$ cat config.mk
export PLATFORM = sky130hd
export DESIGN_NAME = otter_fetch_flat
export DESIGN_NICKNAME = d
export VERILOG_FILES = /design/src/rtl/otter_fetch_if.sv /design/src/rtl/otter_fetch.sv /design/src/flat_wrapper.sv
export SDC_FILE = /design/constraint.sdc
export NUM_CORES = 1
export LEC_CHECK = 0
export ABC_CLOCK_PERIOD_IN_PS = 2500
export CORE_ASPECT_RATIO = 1.75
export CORE_UTILIZATION = 45
export DETAILED_ROUTE_END_ITERATION = 10
export PLACE_DENSITY = 0.81
export SLEW_MARGIN = 5
export SYNTH_ARGS = -nofsm -noshare
export SYNTH_HDL_FRONTEND = slang
export SYNTH_SLANG_ARGS = --single-unit
$ cat constraint.sdc
create_clock -name clk -period 2.5 [get_ports clk]
set_input_delay 0.5 -clock clk [delete_from_list [all_inputs] [get_ports clk]]
set_output_delay 0.5 -clock clk [all_outputs]
set_load 0.005 [all_outputs]
$ cat src/rtl/otter_fetch_if.sv
// otter_fetch_if: bundles the instruction-memory request/response bus, the
// redirect input from the branch/jump unit and the valid/ready link to decode.
//   master : the fetch stage (drives imem_req/imem_addr and instr_*)
//   slave  : the environment (memory, branch unit, decode)
interface otter_fetch_if;
  logic        imem_req;     // request valid to instruction memory
  logic [31:0] imem_addr;    // word-aligned request address
  logic        imem_gnt;     // memory accepts request this cycle
  logic        imem_rvalid;  // response word valid
  logic [31:0] imem_rdata;   // response instruction word
  logic        redirect;     // one-cycle pulse: restart at redirect_pc
  logic [31:0] redirect_pc;  // new PC, low two bits ignored
  logic        instr_valid;  // instrn/instr_pc hold a valid instruction
  logic        instr_ready;  // decode consumes the instruction
  logic [31:0] instrn;       // fetched instruction word
  logic [31:0] instr_pc;     // address of instrn

  modport master (
    output imem_req, imem_addr, instr_valid, instrn, instr_pc,
    input  imem_gnt, imem_rvalid, imem_rdata, redirect, redirect_pc, instr_ready
  );

  modport slave (
    input  imem_req, imem_addr, instr_valid, instrn, instr_pc,
    output imem_gnt, imem_rvalid, imem_rdata, redirect, redirect_pc, instr_ready
  );
endinterface

$ cat src/rtl/otter_fetch.sv
// otter_fetch: instruction fetch stage of the OTTER core.
// Holds the PC, issues one word request at a time to instruction memory
// (req/gnt, then rvalid), and hands each word plus its PC to decode over a
// valid/ready link. A redirect restarts fetch at redirect_pc and any response
// still in flight is discarded.
// Ports:
//   clk   : core clock, all state on the rising edge
//   rst_n : asynchronous active-low reset
//   bus   : otter_fetch_if.master (imem_*, redirect*, instr_*)
module otter_fetch #(
  parameter logic [31:0] RESET_VEC = 32'h0000_0000
) (
  input  logic          clk,
  input  logic          rst_n,
  otter_fetch_if.master bus
);

  typedef enum logic [1:0] {IDLE, REQ, WAIT, HOLD} state_t;

  localparam logic [31:0] NOP       = 32'h0000_0013;
  localparam logic [31:0] RESET_PC  = {RESET_VEC[31:2], 2'b00};

  state_t      state_reg, state_next;
  logic [31:0] pc_reg, pc_next;
  logic        drop_reg, drop_next;
  logic        valid_reg, valid_next;
  logic [31:0] instrn_reg, instrn_next;
  logic [31:0] instr_pc_reg, instr_pc_next;
  logic [31:0] redirect_target;

  assign redirect_target = {bus.redirect_pc[31:2], 2'b00};

  always_ff @(posedge clk or negedge rst_n) begin
    if (!rst_n) begin
      state_reg    <= IDLE;
      pc_reg       <= RESET_PC;
      drop_reg     <= 1'b0;
      valid_reg    <= 1'b0;
      instrn_reg   <= NOP;
      instr_pc_reg <= 32'h0000_0000;
    end else begin
      state_reg    <= state_next;
      pc_reg       <= pc_next;
      drop_reg     <= drop_next;
      valid_reg    <= valid_next;
      instrn_reg   <= instrn_next;
      instr_pc_reg <= instr_pc_next;
    end
  end

  always_comb begin
    state_next    = state_reg;
    pc_next       = pc_reg;
    drop_next     = drop_reg;
    valid_next    = valid_reg;
    instrn_next   = instrn_reg;
    instr_pc_next = instr_pc_reg;

    case (state_reg)
      IDLE: begin
        if (bus.redirect) pc_next = redirect_target;
        state_next = REQ;
      end

      REQ: begin
        if (bus.redirect) pc_next = redirect_target;
        if (bus.imem_gnt) begin
          // A redirect in the grant cycle means the response now on its way
          // belongs to the old PC and must be thrown away.
          drop_next  = bus.redirect;
          state_next = WAIT;
        end
      end

      WAIT: begin
        if (bus.redirect) begin
          pc_next   = redirect_target;
          drop_next = 1'b1;
        end
        if (bus.imem_rvalid) begin
          if (drop_reg || bus.redirect) begin
            drop_next  = 1'b0;
            state_next = REQ;
          end else begin
            instrn_next   = bus.imem_rdata;
            instr_pc_next = pc_reg;
            pc_next       = pc_reg + 32'd4;  // wraps modulo 2^32
            valid_next    = 1'b1;
            state_next    = HOLD;
          end
        end
      end

      HOLD: begin
        // Redirect takes priority: the held instruction is on the wrong path.
        if (bus.redirect) begin
          valid_next = 1'b0;
          pc_next    = redirect_target;
          state_next = REQ;
        end else if (bus.instr_ready) begin
          valid_next = 1'b0;
          state_next = REQ;
        end
      end

      default: state_next = IDLE;
    endcase
  end

  assign bus.imem_req    = (state_reg == REQ);
  assign bus.imem_addr   = pc_reg;
  assign bus.instr_valid = valid_reg;
  assign bus.instrn      = instrn_reg;
  assign bus.instr_pc    = instr_pc_reg;

endmodule

$ cat src/flat_wrapper.sv
// flat-port wrapper written by rule: the top's interface ports become plain ports
module otter_fetch_flat 
#(
  parameter logic [31:0] RESET_VEC = 32'h0000_0000
)
  (clk, rst_n, bus_imem_req, bus_imem_addr, bus_instr_valid, bus_instrn, bus_instr_pc, bus_imem_gnt, bus_imem_rvalid, bus_imem_rdata, bus_redirect, bus_redirect_pc, bus_instr_ready);
  otter_fetch_if bus_i ();
  input  logic clk;
  input  logic rst_n;
  output wire logic [$bits(bus_i.imem_req)-1:0] bus_imem_req;
  output wire logic [$bits(bus_i.imem_addr)-1:0] bus_imem_addr;
  output wire logic [$bits(bus_i.instr_valid)-1:0] bus_instr_valid;
  output wire logic [$bits(bus_i.instrn)-1:0] bus_instrn;
  output wire logic [$bits(bus_i.instr_pc)-1:0] bus_instr_pc;
  input wire logic [$bits(bus_i.imem_gnt)-1:0] bus_imem_gnt;
  input wire logic [$bits(bus_i.imem_rvalid)-1:0] bus_imem_rvalid;
  input wire logic [$bits(bus_i.imem_rdata)-1:0] bus_imem_rdata;
  input wire logic [$bits(bus_i.redirect)-1:0] bus_redirect;
  input wire logic [$bits(bus_i.redirect_pc)-1:0] bus_redirect_pc;
  input wire logic [$bits(bus_i.instr_ready)-1:0] bus_instr_ready;
  assign bus_imem_req = bus_i.imem_req;
  assign bus_imem_addr = bus_i.imem_addr;
  assign bus_instr_valid = bus_i.instr_valid;
  assign bus_instrn = bus_i.instrn;
  assign bus_instr_pc = bus_i.instr_pc;
  assign bus_i.imem_gnt = bus_imem_gnt;
  assign bus_i.imem_rvalid = bus_imem_rvalid;
  assign bus_i.imem_rdata = bus_imem_rdata;
  assign bus_i.redirect = bus_redirect;
  assign bus_i.redirect_pc = bus_redirect_pc;
  assign bus_i.instr_ready = bus_instr_ready;
  otter_fetch #(.RESET_VEC(RESET_VEC)) u_core (.clk(clk), .rst_n(rst_n), .bus(bus_i));
endmodule
==> impl_metrics.ini <==
[power]
peakVddDrop_mv = 0.445
cellInternalPower_mw = 4.28
p_total_mw = 5.84
p_per_area_mw_per_mm2 = 874
p_switching_mw = 1.56
cellLeakagePower_nw = 2.81
swShare = 0.267
power_frac_clock = 0.224
power_frac_comb = 0.349
pwr-share-seq = 0.427

[setup_path]
worst-setup-path-type = register to output port
arrival_ns = 1.69
cp-end-kind = output port
crit_slowest_cell = clkdlybuf4s50_1
crit_chain = inv_1, ha_1, clkdlybuf4s50_1
crit_fanout = 6
start_kind = register
cp.required_ns = 2.00
critPathMaxStageDelay_ns = 0.55

[sta]
timing.hold.ws_ns = 0.0938
layout_min_cycle_time_ns = 2.19
fin_setup_tns_ns = 0
worstMarginPinSlew_ns = 0.461
maxSlewViolCount = 0
fmax_mhz = 458
period_share = 0.874
layout_setup_ws_ns = 0.314
clock_skew_ns = 0.0118
rsz0062_at_grt = false
setup_violations = 0
slew_headroom = 0.690
hold_viol = 0

[clock_tree]
clock_latency_ns = 0.34
cts_tree = built
root_buffer = clkbuf_16
post_cts_buffers = 0
clkTransAtPathRegs_ns = 0.07
post_cts_resized = 0
cts.path.max_buffers = 2
htreeDepth = 3
hold_buffers = 0
cts_buffers = 9
clock_sinks = 100

[logic_synthesis]
syn_nets = 441
synth_area_mm2 = 0.00459
ys_async_sr_fraction = 1.00
synth_cells = 365
synth_edf_count = 0
synth_seq_cells = 100
avgSynthCellArea_um2 = 12.6
synth_cell_type_count = 50
synthFlopType = dfrtp_1
yosys_warnings = 0
yosysSeqAreaShare = 0.546

[cells_and_area]
post-route-util = 0.674
postLayoutCellArea_mm2 = 0.00668
layout-drive-gt1-share = 0.204
final_cells = 664
mostFrequentLayoutCells = 164 x clkdlybuf4s50_1, 97 x dfrtp_1, 64 x mux2_2
final_common_cell = clkdlybuf4s50_1
diodes = 0
area_growth_pct = 45.6
fin_nets = 610

[place]
gp_congestion = 0.805
dp_hpwl_mm = 8.66
place_ws_ns = 0.124
numPortBuffers = 165
place_inst = 648
postPlaceCellArea_mm2 = 0.00641

[grt]
grt_max_degree = 68
first_global_vias = 3687
grt_overflow = 0
grt_use_total = 0.225
antenna_found_initial = 0
grt_pass1_wl_mm = 18.5

[flow_run]
maxCapViolations = 0

[floorplan]
boundaryPins = 168
start_util = 0.463
die-area_mm2 = 0.0106
fp-row-count = 48
coreArea_mm2 = 0.00991
die_w_um = 78.3
die_y_um = 136

[route]
drt_iter0_drc = 173
remaining_drc_errors = 0
vias = 3672
via_per_inst = 5.53
wl_mm = 11.6
firstDrtPassIters = 4
post_drt_wl_per_cell_um = 17.5
drt.antenna.violating_nets = 0

[min_path]
hold_path.class = input port to asynchronous set/reset pin

[run_status]
status = completed
## Yosys cell counts (all sizes together) (6+ instances only)
cell type / number / area (um^2)
nor3: 6 / 30.0
nand4: 12 / 87.6
a31oi: 8 / 50.1
a221oi: 6 / 58.8
a21boi: 6 / 45.0
buf: 11 / 73.8
mux2: 64 / 721
nor2: 30 / 113
inv: 12 / 45.0
and3: 6 / 37.5
a311oi: 13 / 120
and2: 8 / 51.3
nand3: 6 / 47.6
a21oi: 9 / 45.0
dfrtp: 97 / 2430
clkbuf: 7 / 27.5
nand2: 8 / 30.0
ha: 6 / 75.1
## layer usage
layer / wire length, um / vias up / global-route usage
li1: - / 1698 / -
met1: 4200 / 1831 / 0.244
met2: 6610 / 130 / 0.420
met4: 195 / 0 / 0.0874
met5: 0 / - / 0
met3: 633 / 13 / 0.0471
## worst max-delay path: cells and delay by family (launching register included)
| family | cells | cell delay [ns] |
|---|---|---|
| DFF | 1 | 0.42 |
| buffers and inverters | 2 | 0.66 |
| adders and majority gates | 1 | 0.28 |
## layout make-up
class,count,area [um^2]
clock inverter,2,12.5
clock buffer,14,264
sequential,100,2510
multi-input combinational,235,1940
fill,789,3230
inverter,12,45.0
tap,125,156
timing repair buffer,176,1760
## power groups by stage
stage | Combinational, mW | Sequential, mW | Clock [mW]
after floorplan | 0.693 | 2.52 | 0
after global placement | 2.00 | 2.49 | 0
after detailed placement | 2.06 | 2.53 | 0
after CTS | 2.07 | 2.50 | 1.33
after global routing | 2.18 | 2.57 | 1.40
final | 2.04 | 2.50 | 1.31
## path summary, 6_finish.rpt
path	from	slack, ns	cells after the start	end
max in group asynchronous	rst_n	1.63	2	u_core.bus.instrn[1]
worst min-delay path	rst_n	0.09	1	u_core.bus.instr_pc[11]
worst max-delay path	u_core.state_reg[1]	0.31	3	bus_imem_req
worst max register to register	u_core.state_reg[0]	0.47	7	u_core.bus.imem_addr[31]
worst min register to register	u_core.bus.instr_pc[2]	0.50	1	u_core.bus.instr_pc[2]
min in group clk	u_core.bus.instr_pc[2]	0.50	1	u_core.bus.instr_pc[2]
## cells by family after synthesis
kind of cell | Yosys count | share of synthesized area
simple gates | 96 | 0.132
mux | 66 | 0.161
xor+xnor | 1 | 0.00191
buf+inv | 30 | 0.0319
flops | 100 | 0.546
fa+ha+maj | 6 | 0.0164
compound gates | 66 | 0.111
Note: power is estimated with default switching activity, not from simulation.
